[src/rtl/instruction_fetch_unit.sv]
// IF stage: owns the PC, fetches over a READ/BUSYWAIT handshake into a small prefetch FIFO.
// Optional build macro FETCH_MISALIGN_CHECK_EN adds MISALIGN_FAULT and the S_HALT trap.
//
// state      | meaning
// -----------+----------------------------------------------------------------
// S_FETCH    | normal prefetch; pushes completed words into the FIFO
// S_DISCARD  | wrong-path request still outstanding; address held, data dropped
// S_HALT     | misaligned redirect seen; fetch stopped until RESET
module instruction_fetch_unit #(
    parameter logic [31:0] RESET_PC   = 32'h0000_0000,
    parameter int          FIFO_DEPTH = 2
) (
    input  logic        CLK,
    input  logic        RESET,
    output logic        IMEM_READ,
    output logic [31:0] IMEM_ADDR,
    input  logic [31:0] IMEM_READDATA,
    input  logic        IMEM_BUSYWAIT,
    input  logic        BRANCH_TAKEN,
    input  logic [31:0] BRANCH_TARGET,
    input  logic        STALL,
    output logic        VALID_OUT,
    output logic [31:0] INSTR_OUT,
    output logic [31:0] PC_OUT,
    output logic [24:0] IMM_FIELD
`ifdef FETCH_MISALIGN_CHECK_EN
    ,
    output logic        MISALIGN_FAULT
`endif
);

    localparam int                PTR_W   = $clog2(FIFO_DEPTH);
    localparam int                CNT_W   = PTR_W + 1;
    localparam logic [CNT_W-1:0]  DEPTH_C = CNT_W'(FIFO_DEPTH);
    localparam logic [31:0]       NOP     = 32'h0000_0013;

    typedef enum logic [1:0] {
        S_FETCH   = 2'd0,
        S_DISCARD = 2'd1,
        S_HALT    = 2'd2
    } state_t;

    state_t             state;
    logic [31:0]        fetch_pc;
    logic [31:0]        target_q;
    logic               halt_pend;
    logic [PTR_W-1:0]   rd_ptr;
    logic [PTR_W-1:0]   wr_ptr;
    logic [CNT_W-1:0]   count;
    logic [31:0]        pc_mem  [FIFO_DEPTH];
    logic [31:0]        ins_mem [FIFO_DEPTH];

    logic               misalign;
    logic [31:0]        target_eff;
    logic               pop;
    logic               do_pop;
    logic               push;
    logic               flush;
    logic               done;
    logic               outstanding;
    logic               unused_tgt_lsb;

    // Low target bits never reach the PC; they only feed the misalign check.
    assign target_eff     = {BRANCH_TARGET[31:2], 2'b00};
    assign unused_tgt_lsb = ^BRANCH_TARGET[1:0];
`ifdef FETCH_MISALIGN_CHECK_EN
    logic fault_q;
    assign misalign       = BRANCH_TARGET[1:0] != 2'b00;
    assign MISALIGN_FAULT = fault_q;
`else
    assign misalign       = 1'b0;
`endif

    assign VALID_OUT = count != '0;
    assign INSTR_OUT = VALID_OUT ? ins_mem[rd_ptr] : NOP;
    assign PC_OUT    = VALID_OUT ? pc_mem[rd_ptr]  : 32'h0;
    assign IMM_FIELD = INSTR_OUT[31:7];

    assign pop = VALID_OUT && !STALL;

    always_comb begin
        IMEM_READ = 1'b0;
        if (!RESET) begin
            case (state)
                S_FETCH:   IMEM_READ = (count != DEPTH_C) || pop;
                S_DISCARD: IMEM_READ = 1'b1;
                default:   IMEM_READ = 1'b0;
            endcase
        end
    end

    assign IMEM_ADDR   = fetch_pc;
    assign done        = IMEM_READ && !IMEM_BUSYWAIT;
    assign outstanding = IMEM_READ && IMEM_BUSYWAIT;
    assign flush       = BRANCH_TAKEN && (state != S_HALT);
    assign push        = done && (state == S_FETCH) && !BRANCH_TAKEN;
    assign do_pop      = pop && !flush;

    always_ff @(posedge CLK) begin
        if (RESET) begin
            state     <= S_FETCH;
            fetch_pc  <= RESET_PC;
            target_q  <= RESET_PC;
            halt_pend <= 1'b0;
            rd_ptr    <= '0;
            wr_ptr    <= '0;
            count     <= '0;
`ifdef FETCH_MISALIGN_CHECK_EN
            fault_q   <= 1'b0;
`endif
        end else begin
            if (flush) begin
                rd_ptr <= '0;
                wr_ptr <= '0;
                count  <= '0;
            end else begin
                if (push) begin
                    pc_mem[wr_ptr]  <= fetch_pc;
                    ins_mem[wr_ptr] <= IMEM_READDATA;
                    wr_ptr          <= wr_ptr + 1'b1;
                end
                if (do_pop)
                    rd_ptr <= rd_ptr + 1'b1;
                case ({push, do_pop})
                    2'b10:   count <= count + 1'b1;
                    2'b01:   count <= count - 1'b1;
                    default: count <= count;
                endcase
            end

`ifdef FETCH_MISALIGN_CHECK_EN
            if (flush && misalign)
                fault_q <= 1'b1;
`endif

            case (state)
                S_FETCH: begin
                    if (BRANCH_TAKEN) begin
                        if (outstanding) begin
                            // Old address must stay on the bus until memory answers.
                            state     <= S_DISCARD;
                            target_q  <= target_eff;
                            halt_pend <= misalign;
                        end else if (misalign) begin
                            state <= S_HALT;
                        end else begin
                            fetch_pc <= target_eff;
                        end
                    end else if (push) begin
                        fetch_pc <= fetch_pc + 32'd4;
                    end
                end
                S_DISCARD: begin
                    if (BRANCH_TAKEN) begin
                        target_q  <= target_eff;
                        halt_pend <= halt_pend || misalign;
                    end
                    if (done) begin
                        if (halt_pend || (BRANCH_TAKEN && misalign))
                            state <= S_HALT;
                        else begin
                            state    <= S_FETCH;
                            fetch_pc <= BRANCH_TAKEN ? target_eff : target_q;
                        end
                    end
                end
                S_HALT:  state <= S_HALT;
                default: state <= S_FETCH;
            endcase
        end
    end

endmodule

[config.mk]
export PLATFORM = sky130hd
export DESIGN_NAME = instruction_fetch_unit
export DESIGN_NICKNAME = d
export VERILOG_FILES = /design/src/rtl/instruction_fetch_unit.sv
export SDC_FILE = /design/constraint.sdc
export NUM_CORES = 1
export LEC_CHECK = 0
export CORE_ASPECT_RATIO = 2
export CORE_MARGIN = 3
export CORE_UTILIZATION = 25
export CTS_CLUSTER_SIZE = 20
export DETAILED_ROUTE_END_ITERATION = 12
export SYNTH_ARGS = -nofsm -noshare
export SYNTH_HDL_FRONTEND = slang
export SYNTH_SLANG_ARGS = --single-unit
[constraint.sdc]
create_clock -name CLK -period 8.75 [get_ports CLK]
set_input_delay 1.75 -clock CLK [delete_from_list [all_inputs] [get_ports CLK]]
set_output_delay 1.75 -clock CLK [all_outputs]
set_load 0.02 [all_outputs]
==> After elaboration in Yosys (flattened, before gate mapping) <==
Memory sizes are Yosys's and may differ from the RTL's. A register that Yosys moved wholly into a read port is not among the register bits.
Cells that the tools add are included.
{ "classes": {"eq_ne": 11, "addsub": 5, "n_reduce_logical": 20, "muxes": 26} }
{ "op_table": {"columns": ["op", "count"], "rows": [
  ["2-to-1 mux 32 bit", 9],
  ["case mux 32 bit (2 select lines)", 2],
  ["adder 32 x 3 -> 32 bit (second input constant)", 1],
  ["inequality test 2 bit (second input constant)", 5],
  ["2-to-1 mux 1 bit", 9],
  ["logical AND 1 bit", 7],
  ["2-to-1 mux 2 bit", 3],
  ["inequality test 3 bit (second input constant)", 2],
  ["case mux 2 bit (3 select lines)", 1],
  ["AND reduction 3 bit", 2],
  ["nonzero test 2 bit", 3],
  ["== test 2 x 1 -> 1 bit (second input constant)", 2],
  ["== test 2 bit (second input constant)", 2],
  ["zero test 1 bit", 4],
  ["case mux 2 bit (2 select lines)", 1],
  ["AND reduction 4 bit", 1],
  ["adder 1 bit (second input constant)", 2],
  ["adder 2 x 1 -> 2 bit (second input constant)", 1],
  ["zero test 2 bit", 1],
  ["case mux 1 bit (2 select lines)", 1],
  ["OR reduction 2 bit", 1],
  ["subtractor 2 x 1 -> 2 bit (second input constant)", 1],
  ["logical OR 1 bit", 1]
]} }
{ "totals": {"out_inout_bits": 123, "mem_bits_rw": 128, "inputBits": 69, "mem_count": 2, "regBits": 70} }
{ "mem_list": {"columns": ["name", "words", "word_bits", "rd", "rd_ports_with_merged_regs", "wr", "line", "source"], "rows": [
  ["ins_mem", 2, 32, 1, 1, 1, "51", "logic [31:0] ins_mem [FIFO_DEPTH];"],
  ["pc_mem", 2, 32, 1, 1, 1, "50", "logic [31:0] pc_mem [FIFO_DEPTH];"]
]} }

==> Logic depth before layout (Yosys ltp) <==
{ "depth": {"ltp_word": 12, "ltp_mapped": 10, "mapped_depth_nobuf": 9} }

==> Worst setup path before layout <==
OpenSTA, ideal clock, no wires.
{ "synth_path": {"path_type": "input port to flip-flop", "startpoint": "input RESET", "endpoint": "memory ins_mem[0][0], enable pin", "path_buffers": 1, "arrival_ns": 5.272, "required_time_ns": 8.263, "cell_stages": 6, "slack_ns": 2.991, "path_cell_list": "clkbuf_1 -> nor2_1 -> nand2_1 -> inv_1 -> nand3_1 -> nor2_1"} }
{ "synth_between": {"elab_chain_cells": 8} }
{ "synth_lines": {"columns": ["element", "line", "source"], "rows": [
  ["start, declared", "14", "input logic RESET,"],
  ["2-to-1 mux 1 bit", "83", "if (!RESET) begin"],
  ["net IMEM_READ", "15", "output logic IMEM_READ,"],
  ["logical AND 1 bit", "93", "assign done = IMEM_READ && !IMEM_BUSYWAIT;"],
  ["logical AND 1 bit (2 in series)", "96", "assign push = done && (state == S_FETCH) && !BRANCH_TAKEN;"],
  ["2-to-1 mux 1 bit", "117", "if (push) begin"],
  ["2-to-1 mux 1 bit", "112", "if (flush) begin"],
  ["2-to-1 mux 1 bit", "100", "if (RESET) begin"],
  ["2-to-1 mux 1 bit (not written as such)", "119", "ins_mem[wr_ptr] <= IMEM_READDATA;"],
  ["end, declared", "51", null]
]} }
The timed path passes the listed nets, and every way through them passes these cells.

==> Worst setup path after layout <==
{ "layout_path": {"startpoint": "input STALL", "endpoint": "output IMEM_READ"} }
{ "layout_between": {"elab_chain_cells": 5} }
{ "layout_lines": {"columns": ["element", "line", "source"], "rows": [
  ["start, declared", "21", "input logic STALL,"],
  ["zero test 1 bit", "79", "assign pop = VALID_OUT && !STALL;"],
  ["logical AND 1 bit", "79", null],
  ["logical OR 1 bit", "85", "S_FETCH: IMEM_READ = (count != DEPTH_C) || pop;"],
  ["case mux 1 bit (2 select lines)", "84", "case (state)"],
  ["2-to-1 mux 1 bit", "83", null],
  ["end, declared", "15", null]
]} }
Every way passes these cells.

==> summary.txt <==
Synth
  – Async set-or-reset flop fraction in the synthesized netlist: 0
  – Sequential-to-total area share from yosys stat: 0.605
  – Post-Synth Adder-Cell Area: 0.00288
  – Syn Inst Count: 765
  – Mux share of post-synthesis cell area: 0.112
  – Ys flop type: edfxtp_1
  – Most common cell in the netlist: edfxtp_1
  – Post-Syn Nets: 836
  – Synthesized flop and latch total: 199
  – YS warnings: 0
  – Post-synthesis cell type count: 56
  – Synth top area share: 0.442
  – Synth Area in Simple Gates: 0.135
  – Synthesized area: 8700 um^2
  – Avg Cell Area, Syn: 11.4 um^2
  – Ranking of synthesized cells by area: edfxtp_1 44%, dfxtp_1 16%, mux2i_1 11%
  – Synth Area in Compound Gates: 0.0915
  – Top post-synthesis cells by count: 128 x edfxtp_1, 119 x nor2_1, 96 x mux2i_1
  – Post-synth EDFFs: 128
  – Main combinational cell family by area after synthesis: simple AND/OR/NAND/NOR gates
  – Post-synthesis xor/xnor area fraction: 0.00705
  – Area leader, netlist: edfxtp_1

Cells and area
  – Finished Core Util: 0.334
  – Ant diodes: 0
  – Final instance area: 11500 um^2
  – Fillers: 3506
  – Fin nets: 986
  – Share of cells above drive strength 1: 0.0625
  – Area Overhead vs Synth: 32.1%

Place
  – Post-DP HPWL: 17000 um
  – GP Congestion: 0.833
  – Area after DPL: 10900 um^2
  – I/O Buffers: 189

Worst setup path
  – Critical path launch point type: input pin
  – Critical Path RT: 7000 ps
  – Critical path capture point type: primary output
  – Reg-to-Reg End: IMEM_ADDR[31]$_SDFFE_PP0P_
  – CP Class: in -> out
  – Critical path arrival: 3250 ps
  – Number of cells on the worst reg-to-reg path: 5
  – Reg2reg start: state[1]$_SDFFE_PP0P_
  – CP max FO: 4
  – R2r setup slk: 6120 ps

Timing
  – RSZ-0062 raised after global routing: no
  – F_max: 200 MHz
  – Total negative slack: 0 ps
  – Final hold slack: 478 ps
  – Slew Limit Fails: 0
  – Tightest Pin Transition: 1180 ps
  – Hold Violations, Final: 0
  – Final period util: 0.571
  – Final worst path period need: 5000 ps
  – # setup viols final: 0
  – Skew final: 8.08 ps
  – Relative slew margins: 0.211

CTS
  – Clk_lat worst skew: 440 ps
  – Hold_buf cts: 0
  – Clock Path Buffers: 2
  – Root cell of the clock tree: clkbuf_16
  – Post-CTS sizing: 0
  – Total CTS buffers: 17
  – H-tree lvl count: 4
  – CTS tree: yes
  – CTS Sinks: 199
  – Clk pin slew, worst setup/hold paths: 70 ps
  – Setup bufs post-CTS: 0

Detailed routing
  – Post-Route WL: 24200 um
  – Vias/cell: 4.70
  – Vias: 6434
  – Drt pass-1 iters: 5
  – Antenna-violating nets left: 0
  – Average routed wire per standard cell: 17.7 um
  – # DRC: 0
  – Starting DRT DRC Count: 434

Floorplan
  – Height of the die: 270 um
  – Die W: 138 um
  – Core area: 34400 um^2
  – Initial core utilization: 0.253
  – Die area: 37200 um^2
  – I/O Pins: 192
  – Rows: 96

Hold path
  – HP Class: reg -> reg
  – Hold Path Stages: 2
  – Hold Path Sink: IMEM_ADDR[1]$_SDFFE_PP0P_
  – Hold Startpoint: target_q[1]$_SDFFE_PP0P_

Global routing
  – Number of global-route vias before repair: 6423
  – Largest net degree at the start of global routing: 65
  – First-pass GRT wire length: 37000 um
  – Tot GR Track Use: 0.131
  – Total gr overflow: 0
  – Initial antenna violation count: 0

Power and ir drop
  – Cell Pwr Density: 177 nW/um^2
  – P_int: 1.51 mW
  – Sw frac: 0.256
  – Register share of total power: 0.521
  – Peak supply drop: 133 uV
  – Combinational fraction of design power: 0.099
  – Leakage Power: 3.68 nW
  – P_sw: 0.521 mW
  – Clock power share: 0.380

Outcome
  – Status: finished clean

Job
  – Max-cap violation count: 0
==> power by group through the flow <==
| stage | Sequential [mW] | Combinational (mW) | Clock (mW) |
|---|---|---|---|
| global route | 1.06 | 0.218 | 0.842 |
| global placement | 1.08 | 0.201 | 0 |
| CTS | 1.06 | 0.204 | 0.798 |
| detailed placement | 1.08 | 0.203 | 0 |
| finish | 1.06 | 0.201 | 0.773 |
| floorplan | 1.08 | 0.0967 | 0 |
==> stage by stage <==
stage | power, mW | setup slack, ps | std cells
5_1_grt | 2.12 | 3690 | 1369
2_1_floorplan | 1.18 | 2990 | 765
3_5_place_dp | 1.28 | 3780 | 1337
4_1_cts | 2.06 | 3770 | 1369
3_3_place_gp | 1.28 | 3790 | 1337
6_report | 2.03 | 3750 | 1369
==> per-layer routing <==
metal / routed length [um] / up-vias / part of all wire / track usage
met4: 955 / 0 / 0.039 / 0.0705
met3: 1110 / 51 / 0.046 / 0.0276
met2: 13700 / 206 / 0.57 / 0.248
met1: 8410 / 3105 / 0.35 / 0.128
li1: - / 3072 / - / -
met5: 0 / - / 0 / 0
==> cells in the final DEF (no fill, tap or decap), types with 11 or more instances in the layout <==
master and count:
clkbuf_16 17, nor2_1 116, o21ai_0 28, and3_1 11
dfxtp_1 70, mux2i_1 96, inv_1 12, clkdlybuf4s50_1 188
edfxtp_1 128, a21oi_1 38, nand4_1 13, buf_4 12
nand2_1 55, nand3_1 17
==> state kept, by name (all words and copies together) (netlist names), named ones only <==
| signal | count |
|---|---|
| state | 2 |
| IMEM_ADDR | 32 |
| pc_mem | 64 |
| target_q | 32 |
| rd_ptr | 1 |
| count | 2 |
| wr_ptr | 1 |
| ins_mem | 64 |
==> worst max-delay path by stage <==
stage / start / to / slack, ps / cells past startpoint
2_1_floorplan: RESET / ins_mem[0][0]$_DFFE_PP_ / 2990 / 6
3_3_place_gp: STALL / IMEM_READ / 3790 / 5
3_5_place_dp: STALL / IMEM_READ / 3780 / 5
4_1_cts: STALL / IMEM_READ / 3770 / 5
5_1_grt: STALL / IMEM_READ / 3690 / 5
6_report: STALL / IMEM_READ / 3750 / 5
==> logic make-up after synthesis <==
group / Yosys count
compound gates: 123
xor+xnor: 7
fa+ha+maj: 2
buf+inv: 82
flops: 199
mux: 97
simple gates: 255
==> cell type report <==
type                       count  area, um^2  area share
tap                          441         552      0.0480
timing repair buffer         201        1980       0.172
sequential                   199        5270       0.459
clock inverter                13         125      0.0109
inverter                      12        45.0     0.00392
clock buffer                  19         453      0.0394
multi-input combinational    484        3070       0.267
==> worst max-delay path, stage by stage <==
cell,delay (ps)
clkdlybuf4s50_1,430
nand4bb_1,160
nand2_1,90
inv_1,130
clkdlybuf4s50_1,690
(Power assumes the default switching activity.)
